### src/rtl/multicycle_control_fsm.sv
// Multi-cycle Moore control sequencer for the MIPS-subset datapath (R, lw, sw, beq, j).
// Define ILLEGAL_OP_TRAP_EN to park the FSM in TRAP on an illegal opcode.
module multicycle_control_fsm #(
  parameter int CNT_W        = 32,
  parameter int MEM_WAIT_MAX = 15
) (
  input  logic             clk,
  input  logic             rst_n,
  input  logic [5:0]       opcode,
  input  logic             mem_ready,
  output logic             pc_write,
  output logic             pc_write_cond,
  output logic             i_or_d,
  output logic             mem_read,
  output logic             mem_write,
  output logic             ir_write,
  output logic             mem_to_reg,
  output logic             reg_dst,
  output logic             reg_write,
  output logic             alu_src_a,
  output logic [1:0]       alu_src_b,
  output logic [1:0]       alu_op,
  output logic [1:0]       pc_source,
  output logic [3:0]       state,
  output logic [CNT_W-1:0] instr_retired,
  output logic             mem_timeout,
  output logic             trap
);

  localparam int WW = (MEM_WAIT_MAX < 2) ? 1 : $clog2(MEM_WAIT_MAX + 1);
  localparam logic [WW-1:0] WMAX = WW'(MEM_WAIT_MAX);

  localparam logic [5:0] OP_R   = 6'b000000;
  localparam logic [5:0] OP_LW  = 6'b100011;
  localparam logic [5:0] OP_SW  = 6'b101011;
  localparam logic [5:0] OP_BEQ = 6'b000100;
  localparam logic [5:0] OP_J   = 6'b000010;

  typedef enum logic [3:0] {
    FETCH     = 4'd0,
    DECODE    = 4'd1,
    MEM_ADDR  = 4'd2,
    MEM_READ  = 4'd3,
    MEM_WB    = 4'd4,
    MEM_WRITE = 4'd5,
    R_EXEC    = 4'd6,
    R_WB      = 4'd7,
    BRANCH    = 4'd8,
    JUMP      = 4'd9
`ifdef ILLEGAL_OP_TRAP_EN
    , TRAP    = 4'd10
`endif
  } state_t;

  state_t cur, nxt;
  logic [WW-1:0] wcnt;
  logic retire, stall;

  assign state = cur;

  always_ff @(posedge clk) begin
    if (!rst_n) begin
      cur           <= FETCH;
      instr_retired <= '0;
      mem_timeout   <= 1'b0;
      wcnt          <= '0;
    end else begin
      cur <= nxt;
      if (retire) instr_retired <= instr_retired + CNT_W'(1);
      if (wcnt == WMAX) mem_timeout <= 1'b1;
      if (stall) wcnt <= (wcnt == WMAX) ? wcnt : wcnt + WW'(1);
      else wcnt <= '0;
    end
  end

  always_comb begin
    nxt           = cur;
    retire        = 1'b0;
    stall         = 1'b0;
    pc_write      = 1'b0;
    pc_write_cond = 1'b0;
    i_or_d        = 1'b0;
    mem_read      = 1'b0;
    mem_write     = 1'b0;
    ir_write      = 1'b0;
    mem_to_reg    = 1'b0;
    reg_dst       = 1'b0;
    reg_write     = 1'b0;
    alu_src_a     = 1'b0;
    alu_src_b     = 2'b00;
    alu_op        = 2'b00;
    pc_source     = 2'b00;
    trap          = 1'b0;
    unique case (cur)
      FETCH: begin
        mem_read  = 1'b1;
        alu_src_b = 2'b01;
        ir_write  = mem_ready;
        pc_write  = mem_ready;
        stall     = !mem_ready;
        if (mem_ready) nxt = DECODE;
      end
      DECODE: begin
        alu_src_b = 2'b11;
        unique case (1'b1)
          opcode == OP_R:   nxt = R_EXEC;
          opcode == OP_LW,
          opcode == OP_SW:  nxt = MEM_ADDR;
          opcode == OP_BEQ: nxt = BRANCH;
          opcode == OP_J:   nxt = JUMP;
`ifdef ILLEGAL_OP_TRAP_EN
          default:          nxt = TRAP;
`else
          default:          nxt = FETCH;
`endif
        endcase
      end
      MEM_ADDR: begin
        alu_src_a = 1'b1;
        alu_src_b = 2'b10;
        nxt = (opcode == OP_SW) ? MEM_WRITE : MEM_READ;
      end
      MEM_READ: begin
        mem_read = 1'b1;
        i_or_d   = 1'b1;
        stall    = !mem_ready;
        if (mem_ready) nxt = MEM_WB;
      end
      MEM_WB: begin
        reg_write  = 1'b1;
        mem_to_reg = 1'b1;
        retire     = 1'b1;
        nxt        = FETCH;
      end
      MEM_WRITE: begin
        mem_write = 1'b1;
        i_or_d    = 1'b1;
        stall     = !mem_ready;
        if (mem_ready) begin
          retire = 1'b1;
          nxt    = FETCH;
        end
      end
      R_EXEC: begin
        alu_src_a = 1'b1;
        alu_op    = 2'b10;
        nxt       = R_WB;
      end
      R_WB: begin
        reg_write = 1'b1;
        reg_dst   = 1'b1;
        retire    = 1'b1;
        nxt       = FETCH;
      end
      BRANCH: begin
        alu_src_a     = 1'b1;
        alu_op        = 2'b01;
        pc_write_cond = 1'b1;
        pc_source     = 2'b01;
        retire        = 1'b1;
        nxt           = FETCH;
      end
      JUMP: begin
        pc_write  = 1'b1;
        pc_source = 2'b10;
        retire    = 1'b1;
        nxt       = FETCH;
      end
`ifdef ILLEGAL_OP_TRAP_EN
      TRAP: trap = 1'b1;
`endif
      default: nxt = FETCH;
    endcase
    // no architectural write may slip out on a reset cycle
    if (!rst_n) begin
      pc_write      = 1'b0;
      pc_write_cond = 1'b0;
      ir_write      = 1'b0;
      reg_write     = 1'b0;
      mem_write     = 1'b0;
    end
  end

endmodule
### config.mk
export PLATFORM = sky130hd
export DESIGN_NAME = multicycle_control_fsm
export DESIGN_NICKNAME = d
export VERILOG_FILES = /design/src/rtl/multicycle_control_fsm.sv
export SDC_FILE = /design/constraint.sdc
export NUM_CORES = 1
export LEC_CHECK = 0
export CAP_MARGIN = 15
export CORE_MARGIN = 1
export CORE_UTILIZATION = 47
export CTS_CLUSTER_DIAMETER = 200
export DETAILED_ROUTE_END_ITERATION = 10
export GPL_TIMING_DRIVEN = 0
export HOLD_SLACK_MARGIN = 0.03
export PLACE_DENSITY = 0.79
export RECOVER_POWER = 50
export SLEW_MARGIN = 25
export SYNTH_ARGS = -nofsm -noshare
export SYNTH_HDL_FRONTEND = slang
export SYNTH_SLANG_ARGS = --single-unit
### constraint.sdc
create_clock -name clk -period 2.3 [get_ports clk]
set_input_delay 0.69 -clock clk [delete_from_list [all_inputs] [get_ports clk]]
set_output_delay 0.69 -clock clk [all_outputs]
set_load 0.02 [all_outputs]
# Word level (Yosys, flattened, before mapping)
# Cells that the tools add are included.
# totals
elab_cells	62
inputBits	9
register_bits	41
output_inout_bits	54
# classes
n_addsub	2
n_eq_ne	17
mux	27
n_reduce_logical	12
# op_table
cell	n
32-bit by 1-bit adder with 32-bit output (second input constant)	1
4-bit case mux with 6 select lines	1
4-bit by 3-bit equality test with 1-bit output (second input constant)	4
1-bit 2-to-1 mux	16
4-bit case mux with 4 select lines	1
4-bit equality test (second input constant)	3
6-bit equality test (second input constant)	2
4-bit 2-to-1 mux	3
4-bit by 2-bit equality test with 1-bit output (second input constant)	2
2-bit case mux with 2 select lines	2
2-bit OR reduction	4
6-bit by 2-bit equality test with 1-bit output (second input constant)	1
6-bit by 3-bit equality test with 1-bit output (second input constant)	1
6-bit zero test	1
2-bit != test (second input constant)	3
2-bit case mux with 3 select lines	1
3-bit OR reduction	2
4-bit by 1-bit adder with 4-bit output (second input constant)	1
4-bit by 1-bit equality test with 1-bit output (second input constant)	1
4-bit zero test	1
1-bit case mux with 2 select lines	2
4-bit OR reduction	1
3-bit 2-to-1 mux	1
3-bit AND reduction	1
other kinds (2)	2

# Longest topological paths before layout
# Gate-level depths: netlist (run 1).
# depth
word_depth	4
mapped_depth	7

# Worst setup path before layout (run 1)
# No wires, ideal clock.
# synth_path
kind	reg2out
start	reg cur[2] (netlist: state[2])
end	out reg_write
path_slack_ps	-53
arrival_ps	1663
path_stages_with_launch	4
required_time_ps	1610
cell_sequence	dfxtp_1 clkbuf_1 inv_1 nor4_1
# synth_between
elab_chain_len	4
# synth_rtl
item	line	rtl
from (decl)	55	state_t cur, nxt;
from (signal assigned)	68	cur <= nxt;
4-bit by 3-bit equality test with 1-bit output	94	unique case (cur)
2-bit OR reduction (no line) (*)	--	
1-bit 2-to-1 mux (*)	94	
1-bit 2-to-1 mux (*)	175	if (!rst_n) begin
to (decl)	19	output logic reg_write,
# Mark *: on every way between the ends. The rest lies on a longest branch, timed or not.

# Worst setup path after layout (run 1)
# layout_path
start	reg cur[1] (netlist: state[1])
end	out pc_source[0]
# layout_between
elab_chain_len	2
# layout_rtl
item	line	rtl
4-bit equality test	94	
2-bit case mux with 2 select lines (*)	94	
to (decl)	23	output logic [1:0] pc_source,
# Marks and branches as above.

==> results of run 1 <==
Yosys cell counts, types with 2 or more instances:
cell type / n
sky130_fd_sc_hd__a21oi_1: 24
sky130_fd_sc_hd__and2_1: 2
sky130_fd_sc_hd__and3_1: 5
sky130_fd_sc_hd__and4_1: 2
sky130_fd_sc_hd__buf_2: 3
sky130_fd_sc_hd__buf_4: 2
sky130_fd_sc_hd__clkbuf_1: 7
sky130_fd_sc_hd__dfxtp_1: 41
sky130_fd_sc_hd__ha_1: 2
sky130_fd_sc_hd__inv_1: 5
sky130_fd_sc_hd__mux2i_1: 2
sky130_fd_sc_hd__nand2_1: 16
sky130_fd_sc_hd__nand2b_1: 3
sky130_fd_sc_hd__nand3_1: 18
sky130_fd_sc_hd__nand3_2: 2
sky130_fd_sc_hd__nand4_1: 11
sky130_fd_sc_hd__nor2_1: 35
sky130_fd_sc_hd__nor2b_1: 3
sky130_fd_sc_hd__nor3_1: 13
sky130_fd_sc_hd__nor4_1: 5
sky130_fd_sc_hd__nor4_2: 2
sky130_fd_sc_hd__nor4b_2: 2
sky130_fd_sc_hd__o21a_1: 2
sky130_fd_sc_hd__o21ai_0: 15
sky130_fd_sc_hd__o31a_1: 2
sky130_fd_sc_hd__or3_1: 16
sky130_fd_sc_hd__xnor2_1: 8
sky130_fd_sc_hd__xor2_1: 10
critical path, delay by kind of cell, from the launching register on:
kind	cells	cell delay [ns]
AND/OR/NAND/NOR	2	0.46
buffers and inverters	3	0.40
flip-flops	1	0.39
layout make-up:
cell class,count,share of cell area (%)
flip-flops and latches,41,27.6
multi-input cells,213,43.8
inverters,6,0.793
clock buffers,6,2.75
well taps,52,2.17
plain buffers,13,2.54
clock inverters,2,1.25
repair buffers,63,19.1
through the flow:
stage / instances / setup slack [ns]
final: 396 / 0.0597
after global routing: 396 / 0.00190
after CTS: 396 / 0.00310
after detailed placement: 386 / -0.882
after global placement: 386 / -0.847
after floorplan: 273 / -0.0535
where the power goes:
| part | switching (uW) | internal [uW] | total [uW] |
|---|---|---|---|
| Sequential | 3.39 | 711 | 715 |
| Combinational | 65.5 | 41.5 | 107 |
| Clock | 262 | 353 | 616 |
| Total | 331 | 1110 | 1440 |
per-layer routing:
metal  track usage, %  vias up
met4             8.00        0
met2             38.6       61
met1             33.4     1052
met3             3.90        6
li1                 -     1119
met5                0        -
kinds of logic (layout without fill, tap and decap cells):
family | Yosys count | after routing | share of synthesized area, %
AND/OR/NAND/NOR | 141 | 141 | 35.9
AO/OA/AOI/OAI | 49 | 49 | 13.1
flip-flops | 41 | 41 | 37.5
buffers and inverters | 19 | 90 | 4.12
XOR/XNOR | 18 | 18 | 7.20
adder cells (fa/ha/maj) | 2 | 2 | 1.14
multiplexers | 2 | 2 | 0.915
other | 1 | 1 | 0.171
repair_timing:
item                       4_1_cts  5_1_grt
buffers inserted                 2        0
hold endpoints to repair         0        0
setup endpoints to repair       34       14
gates resized for setup         63       20
flip-flops by register name, indices dropped and copies added, names as in the netlist:
| name | count |
|---|---|
| instr_retired | 32 |
| mem_timeout | 1 |
| state | 4 |
| wcnt | 4 |
worst min-delay path by stage:
| stage | from | endpoint |
|---|---|---|
| 3_5_place_dp | mem_timeout$_SDFFE_PN0N_ | mem_timeout$_SDFFE_PN0N_ |
| 5_1_grt | mem_timeout$_SDFFE_PN0N_ | mem_timeout$_SDFFE_PN0N_ |
| 2_1_floorplan | wcnt[3]$_SDFFE_PN0P_ | wcnt[3]$_SDFFE_PN0P_ |
| 4_1_cts | mem_timeout$_SDFFE_PN0N_ | mem_timeout$_SDFFE_PN0N_ |
| 6_report | mem_timeout$_SDFFE_PN0N_ | mem_timeout$_SDFFE_PN0N_ |
| 3_3_place_gp | mem_timeout$_SDFFE_PN0N_ | mem_timeout$_SDFFE_PN0N_ |
==> flow_summary.html, run 1 <==
<table>
<tr><th>Metric</th><th>Value</th></tr>
<tr><th colspan="2">Run status</th></tr>
<tr><td>Run status</td><td>completed</td></tr>
<tr><th colspan="2">Timing</th></tr>
<tr><td>Count of endpoints failing hold in the final timing report</td><td>0</td></tr>
<tr><td>Share of the clock period used by the worst path</td><td>97.4%</td></tr>
<tr><td>Peak Freq</td><td>446 MHz</td></tr>
<tr><td>Skew final</td><td>0.0122 ns</td></tr>
<tr><td>Hold_ws</td><td>0.436 ns</td></tr>
<tr><td>Final setup viols</td><td>0</td></tr>
<tr><td>Final-report max-slew violation count</td><td>0</td></tr>
<tr><td>Setup repair after global routing missed its margin</td><td>no</td></tr>
<tr><td>Slew at the pin closest to its max-slew limit</td><td>0.593 ns</td></tr>
<tr><td>Fin crit period</td><td>2.24 ns</td></tr>
<tr><td>Rel. slew slack</td><td>60.4%</td></tr>
<tr><td>Summed negative setup slack over all endpoints</td><td>0 ns</td></tr>
<tr><th colspan="2">Power</th></tr>
<tr><td>Static leakage power</td><td>0.00114 uW</td></tr>
<tr><td>Worst-case vdd ir drop</td><td>0.548 mV</td></tr>
<tr><td>Pwr/cell area</td><td>479 nW/um^2</td></tr>
<tr><td>Power Total</td><td>1440 uW</td></tr>
<tr><th colspan="2">Synth</th></tr>
<tr><td>Mapped Nets</td><td>284</td></tr>
<tr><td>Fraction of synthesis flops using an asynchronous set or reset pin</td><td>0%</td></tr>
<tr><td>Share of synthesized area occupied by flip-flops and latches</td><td>37.5%</td></tr>
<tr><td>Post-synthesis instance total</td><td>273</td></tr>
<tr><td>Distinct cell type count of the synthesized netlist</td><td>43</td></tr>
<tr><td>Count of state elements after synthesis</td><td>41</td></tr>
<tr><td>Cell type contributing the most total cell area after synthesis</td><td>sky130_fd_sc_hd__dfxtp_1</td></tr>
<tr><td>Syn_area_per_cell</td><td>8.02 um^2</td></tr>
<tr><td>Synth warn</td><td>0</td></tr>
<tr><td>Count of flip-flops with a built-in enable after synthesis</td><td>0</td></tr>
<tr><td>Cell Area, Synth</td><td>2190 um^2</td></tr>
<tr><td>Cells taking the most area after synthesis</td><td>sky130_fd_sc_hd__dfxtp_1 (38%), sky130_fd_sc_hd__nor2_1 (6.0%), sky130_fd_sc_hd__a21oi_1 (5.5%)</td></tr>
<tr><td>Area share of the leading cell type in the synthesized netlist</td><td>37.5%</td></tr>
<tr><td>Most common flop cell mapped by yosys</td><td>sky130_fd_sc_hd__dfxtp_1</td></tr>
<tr><th colspan="2">Critical path</th></tr>
<tr><td>Data arrival time of the critical path</td><td>1.55 ns</td></tr>
<tr><td>Top cell by count, worst path</td><td>sky130_fd_sc_hd__buf_4</td></tr>
<tr><td>Reg-to-reg startpoint</td><td>state[3]$_SDFFE_PN0P_</td></tr>
<tr><td>Capture point of the worst path</td><td>pc_source[0]</td></tr>
<tr><td>Cell Chain, Critical Path</td><td>or3b_1 -&gt; buf_4 -&gt; nor2_2 -&gt; buf_4 -&gt; buf_4</td></tr>
<tr><td>Launch point of the critical path</td><td>state[1]$_SDFFE_PN0P_</td></tr>
<tr><td>Biggest cell delay along the critical path</td><td>0.39 ns</td></tr>
<tr><td>Register-to-register setup slack</td><td>0.25 ns</td></tr>
<tr><td>Data required, critical path</td><td>1.61 ns</td></tr>
<tr><td>Slowest library cell on the worst path</td><td>sky130_fd_sc_hd__dfxtp_4</td></tr>
<tr><td>Kind of start point of the critical path</td><td>flip-flop</td></tr>
<tr><td>Crit path kind</td><td>reg -&gt; out</td></tr>
<tr><td>Endpoint of the worst-slack reg-to-reg timing path</td><td>instr_retired[30]$_SDFFE_PN0P_</td></tr>
<tr><td>Maximum fanout along the worst path</td><td>8</td></tr>
<tr><td>Setup crit end kind</td><td>output port</td></tr>
<tr><td>Cell count of the worst reg-to-reg path</td><td>7</td></tr>
<tr><th colspan="2">CTS</th></tr>
<tr><td>Clk root buf</td><td>sky130_fd_sc_hd__clkbuf_8</td></tr>
<tr><td>Clock transition time at the flip-flop clock pins of the worst setup and hold paths</td><td>0.08 ns</td></tr>
<tr><td>Clock buffers created by TritonCTS</td><td>5</td></tr>
<tr><td>Post-CTS Hold Fix Bufs</td><td>0</td></tr>
<tr><td>Clock insertion delay at the later pin of the skew report</td><td>0.29 ns</td></tr>
<tr><td>Sink count of the clock tree</td><td>41</td></tr>
<tr><td>Clock H-tree levels</td><td>2</td></tr>
<tr><td>TritonCTS clock tree</td><td>yes</td></tr>
<tr><td>Maximum clock path buffer count</td><td>2</td></tr>
<tr><th colspan="2">Job</th></tr>
<tr><td>Reported max-cap violation count</td><td>0</td></tr>
<tr><th colspan="2">Global routing</th></tr>
<tr><td>GRT Residual Overflow</td><td>0</td></tr>
<tr><td>Initial antenna violation count</td><td>0</td></tr>
<tr><td>First-pass GRT wire length</td><td>9600 um</td></tr>
<tr><td>Maximum number of pins on one net before global-route repair</td><td>14</td></tr>
<tr><td>Overall routing resource usage</td><td>24.3%</td></tr>
<tr><td>Number of global-route vias before repair</td><td>2040</td></tr>
<tr><th colspan="2">Finish</th></tr>
<tr><td>Area occupied by multi-input gates</td><td>1320 um^2</td></tr>
<tr><td>Ratio of cells with drive above 1 in the final layout</td><td>15.7%</td></tr>
<tr><td>Final Net Count</td><td>354</td></tr>
<tr><td>Commonest non-fill, non-tap cell in the layout</td><td>sky130_fd_sc_hd__dfxtp_1</td></tr>
<tr><td>Synthesis-to-layout area growth</td><td>37.0%</td></tr>
<tr><td>Final instance area</td><td>3000 um^2</td></tr>
<tr><td>Sequential Area</td><td>827 um^2</td></tr>
<tr><td>Diode count</td><td>0</td></tr>
<tr><td>Most frequent cells in the layout</td><td>sky130_fd_sc_hd__dfxtp_1 (38), sky130_fd_sc_hd__nor2_1 (33), sky130_fd_sc_hd__dlygate4sd3_1 (29)</td></tr>
<tr><td>Fillers</td><td>377</td></tr>
<tr><td>Core utilization of the finished layout</td><td>67.9%</td></tr>
<tr><th colspan="2">Route</th></tr>
<tr><td>Number of iterations in the first detailed-routing pass</td><td>4</td></tr>
<tr><td>Residual antenna-violating net count after detailed routing</td><td>0</td></tr>
<tr><td>Detail-routed via count per cell</td><td>5.65</td></tr>
<tr><td>Remaining design rule violation count</td><td>0</td></tr>
<tr><td>DR WL met2</td><td>2730 um</td></tr>
<tr><td>Uppermost metal layer occupied by signal nets</td><td>met4</td></tr>
<tr><td>Wire length on met3</td><td>252 um</td></tr>
<tr><td>M1 wire length</td><td>2780 um</td></tr>
<tr><td>Per-cell routed wire length</td><td>14.7 um</td></tr>
<tr><td>Total vias in the final route</td><td>2238</td></tr>
<tr><td>Number of DRC markers in iteration 0</td><td>165</td></tr>
<tr><td>Total routed wirelength</td><td>5830 um</td></tr>
<tr><th colspan="2">Placement</th></tr>
<tr><td>Post-detailed-placement half-perimeter wirelength</td><td>4140 um</td></tr>
<tr><td>Last weighted congestion value of the routability-driven placer</td><td>0.899</td></tr>
<tr><td>Number of buffer cells added on primary ports</td><td>61</td></tr>
<tr><td>Total cell area at the placement stage</td><td>2860 um^2</td></tr>
<tr><th colspan="2">Floorplan</th></tr>
<tr><td>Die outline width</td><td>70.2 um</td></tr>
<tr><td>Number of ports placed on the die boundary</td><td>63</td></tr>
<tr><td>Area of the core</td><td>4410 um^2</td></tr>
<tr><td>Height of the chip</td><td>70.2 um</td></tr>
<tr><td>Cell row count</td><td>24</td></tr>
<tr><td>Starting density of the core</td><td>49.6%</td></tr>
<tr><td>Die Footprint</td><td>4930 um^2</td></tr>
<tr><th colspan="2">Min path</th></tr>
<tr><td>Class of the most critical hold timing path</td><td>reg -&gt; reg</td></tr>
<tr><td>Count of cells along the worst hold path</td><td>2</td></tr>
</table>
No activity file was read; power rests on OpenSTA's default activity.
==> run 2, diff against run 1 <==
- REMOVE_ABC_BUFFERS: not set -> 1
==> flow_summary.html, run 2 (synthesis gave the netlist of run 1 again) <==
<table>
<tr><th>Metric</th><th>Value</th></tr>
<tr><th colspan="2">Run status</th></tr>
<tr><td>Run status</td><td>completed</td></tr>
<tr><th colspan="2">Power</th></tr>
<tr><td>Reg power frac</td><td>51.2%</td></tr>
<tr><td>Static leakage power</td><td>0.00109 uW</td></tr>
<tr><td>Power Total</td><td>1400 uW</td></tr>
<tr><td>Switching portion of total power</td><td>21.7%</td></tr>
<tr><td>Net switching power figure</td><td>304 uW</td></tr>
<tr><td>Worst-case vdd ir drop</td><td>0.490 mV</td></tr>
<tr><td>Combinational Power Share</td><td>6.4%</td></tr>
<tr><td>Pwr/cell area</td><td>478 nW/um^2</td></tr>
<tr><td>Internal Pwr Total</td><td>1100 uW</td></tr>
<tr><td>Power share of the clock group</td><td>42.4%</td></tr>
<tr><th colspan="2">Timing</th></tr>
<tr><td>Peak Freq</td><td>449 MHz</td></tr>
<tr><td>Count of endpoints failing hold in the final timing report</td><td>0</td></tr>
<tr><td>Rel. slew slack</td><td>65.8%</td></tr>
<tr><td>Fin crit period</td><td>2.23 ns</td></tr>
<tr><td>Skew final</td><td>0.00933 ns</td></tr>
<tr><td>Slew at the pin closest to its max-slew limit</td><td>0.511 ns</td></tr>
<tr><td>Summed negative setup slack over all endpoints</td><td>0 ns</td></tr>
<tr><td>Setup repair after global routing missed its margin</td><td>no</td></tr>
<tr><td>Share of the clock period used by the worst path</td><td>96.9%</td></tr>
<tr><td>Final setup viols</td><td>0</td></tr>
<tr><td>Final-report max-slew violation count</td><td>0</td></tr>
<tr><th colspan="2">CTS</th></tr>
<tr><td>Sink count of the clock tree</td><td>41</td></tr>
<tr><td>Clk root buf</td><td>sky130_fd_sc_hd__clkbuf_8</td></tr>
<tr><td>Post-CTS Hold Fix Bufs</td><td>0</td></tr>
<tr><td>Clock buffers created by TritonCTS</td><td>5</td></tr>
<tr><td>Clock H-tree levels</td><td>2</td></tr>
<tr><td>TritonCTS clock tree</td><td>yes</td></tr>
<tr><td>Clock insertion delay at the later pin of the skew report</td><td>0.29 ns</td></tr>
<tr><td>Maximum clock path buffer count</td><td>2</td></tr>
<tr><td>Clock transition time at the flip-flop clock pins of the worst setup and hold paths</td><td>0.07 ns</td></tr>
<tr><th colspan="2">Min path</th></tr>
<tr><td>End point of the worst hold path</td><td>mem_timeout$_SDFFE_PN0N_</td></tr>
<tr><td>Class of the most critical hold timing path</td><td>reg -&gt; reg</td></tr>
<tr><td>Hold_sp</td><td>mem_timeout$_SDFFE_PN0N_</td></tr>
<tr><td>Count of cells along the worst hold path</td><td>2</td></tr>
<tr><th colspan="2">Critical path</th></tr>
<tr><td>Endpoint of the worst-slack reg-to-reg timing path</td><td>instr_retired[25]$_SDFFE_PN0P_</td></tr>
<tr><td>Launch point of the critical path</td><td>mem_ready</td></tr>
<tr><td>Maximum fanout along the worst path</td><td>6</td></tr>
<tr><td>Data required, critical path</td><td>1.61 ns</td></tr>
<tr><td>Kind of start point of the critical path</td><td>primary input</td></tr>
<tr><td>Reg-to-reg startpoint</td><td>state[1]$_SDFFE_PN0P_</td></tr>
<tr><td>Cell count of the worst reg-to-reg path</td><td>6</td></tr>
<tr><td>Data arrival time of the critical path</td><td>1.54 ns</td></tr>
<tr><td>Setup crit end kind</td><td>output port</td></tr>
<tr><td>Crit path kind</td><td>in -&gt; out</td></tr>
<tr><td>Register-to-register setup slack</td><td>0.28 ns</td></tr>
<tr><th colspan="2">Floorplan</th></tr>
<tr><td>Die Footprint</td><td>4930 um^2</td></tr>
<tr><td>Height of the chip</td><td>70.2 um</td></tr>
<tr><td>Cell row count</td><td>24</td></tr>
<tr><td>Die outline width</td><td>70.2 um</td></tr>
<tr><td>Number of ports placed on the die boundary</td><td>63</td></tr>
<tr><td>Area of the core</td><td>4410 um^2</td></tr>
<tr><td>Starting density of the core</td><td>49.6%</td></tr>
<tr><th colspan="2">Global routing</th></tr>
<tr><td>Maximum number of pins on one net before global-route repair</td><td>19</td></tr>
<tr><td>Initial antenna violation count</td><td>0</td></tr>
<tr><td>Overall routing resource usage</td><td>23.3%</td></tr>
<tr><td>Number of global-route vias before repair</td><td>2020</td></tr>
<tr><td>GRT Residual Overflow</td><td>0</td></tr>
<tr><td>First-pass GRT wire length</td><td>9460 um</td></tr>
<tr><th colspan="2">Finish</th></tr>
<tr><td>Ratio of cells with drive above 1 in the final layout</td><td>12.6%</td></tr>
<tr><td>Top register by number of flip-flops</td><td>instr_retired</td></tr>
<tr><td>Commonest non-fill, non-tap cell in the layout</td><td>sky130_fd_sc_hd__dfxtp_1</td></tr>
<tr><td>Most frequent cells in the layout</td><td>sky130_fd_sc_hd__dfxtp_1 (37), sky130_fd_sc_hd__nor2_1 (35), sky130_fd_sc_hd__a21oi_1 (24), sky130_fd_sc_hd__dlygate4sd3_1 (24), sky130_fd_sc_hd__clkdlybuf4s50_1 (20)</td></tr>
<tr><td>Final Net Count</td><td>344</td></tr>
<tr><td>Core utilization of the finished layout</td><td>66.6%</td></tr>
<tr><td>Diode count</td><td>0</td></tr>
<tr><td>Synthesis-to-layout area growth</td><td>34.2%</td></tr>
<tr><td>Final instance area</td><td>2940 um^2</td></tr>
<tr><td>Number of standard cells in the final layout excluding fillers</td><td>386</td></tr>
<tr><td>Max reg flops</td><td>32</td></tr>
<tr><th colspan="2">Route</th></tr>
<tr><td>Residual antenna-violating net count after detailed routing</td><td>0</td></tr>
<tr><td>Number of iterations in the first detailed-routing pass</td><td>4</td></tr>
<tr><td>Uppermost metal layer occupied by signal nets</td><td>met4</td></tr>
<tr><td>Total routed wirelength</td><td>5410 um</td></tr>
<tr><td>Remaining design rule violation count</td><td>0</td></tr>
<tr><td>M1 wire length</td><td>2450 um</td></tr>
<tr><td>Number of DRC markers in iteration 0</td><td>122</td></tr>
<tr><td>Total vias in the final route</td><td>2186</td></tr>
<tr><td>DR WL met2</td><td>2710 um</td></tr>
<tr><td>Per-cell routed wire length</td><td>14.0 um</td></tr>
<tr><td>Wire length on met3</td><td>172 um</td></tr>
<tr><td>Detail-routed via count per cell</td><td>5.66</td></tr>
<tr><th colspan="2">Placement</th></tr>
<tr><td>Last weighted congestion value of the routability-driven placer</td><td>0.806</td></tr>
<tr><td>Number of buffer cells added on primary ports</td><td>61</td></tr>
<tr><td>Number of placed cells counting well taps</td><td>373</td></tr>
<tr><td>Post-detailed-placement half-perimeter wirelength</td><td>3670 um</td></tr>
<tr><td>Total cell area at the placement stage</td><td>2800 um^2</td></tr>
<tr><th colspan="2">Job</th></tr>
<tr><td>Reported max-cap violation count</td><td>0</td></tr>
</table>
==> run 2: final cells by class <==
class | instances | area (um^2)
Tap cell | 52 | 65.1
Multi-Input combinational cell | 213 | 1310
Sequential cell | 41 | 836
Clock inverter | 1 | 30.0
Fill cell | 376 | 1480
Timing Repair inverter | 1 | 5.00
Inverter | 6 | 27.5
Clock buffer | 7 | 86.3
Timing Repair Buffer | 65 | 583
==> run 2: worst max path at each step <==
| stage | endpoint | slack, ns |
|---|---|---|
| floorplan | mem_write | -0.41 |
| global placement | mem_write | -1.64 |
| detailed placement | mem_write | -1.66 |
| CTS | mem_write | 0.02 |
| global route | pc_write_cond | 0.02 |
| finish | ir_write | 0.07 |
==> run 2: power by group through the flow <==
stage	registers, uW	logic, uW	clock network, uW
after floorplan	738	44.8	0
after global placement	738	87.7	0
after detailed placement	738	89.0	0
after CTS	719	89.8	607
after global routing	721	98.3	632
final	719	89.9	594
==> run 2: metal layers <==
layer  vias to the layer above  GRT usage, %
met5                         -             0
met3                         9          4.62
met4                         0          9.33
met1                      1028          30.5
li1                       1100             -
met2                        49          37.6
==> run 2: repair_timing <==
| item | 4_1_cts | 5_1_grt |
|---|---|---|
| gates resized for setup | 53 | 13 |
| pin swaps | 1 | 0 |
| buffers inserted | 4 | 0 |
| gates cloned | 1 | 0 |
| setup endpoints to repair | 41 | 10 |
==> run 2: worst max-delay path: stages <==
cell	delay, ns
sky130_fd_sc_hd__clkdlybuf4s15_1	0.30
sky130_fd_sc_hd__nand2_1	0.12
sky130_fd_sc_hd__nor2_1	0.10
sky130_fd_sc_hd__dlygate4sd2_1	0.33
==> run 2: stage by stage <==
step | hold WS [ns] | setup WS, ns
after global placement | 0.437 | -1.64
after detailed placement | 0.444 | -1.66
final | 0.448 | 0.0713
after CTS | 0.460 | 0.0158
after floorplan | 0.461 | -0.413
after global routing | 0.487 | 0.0175
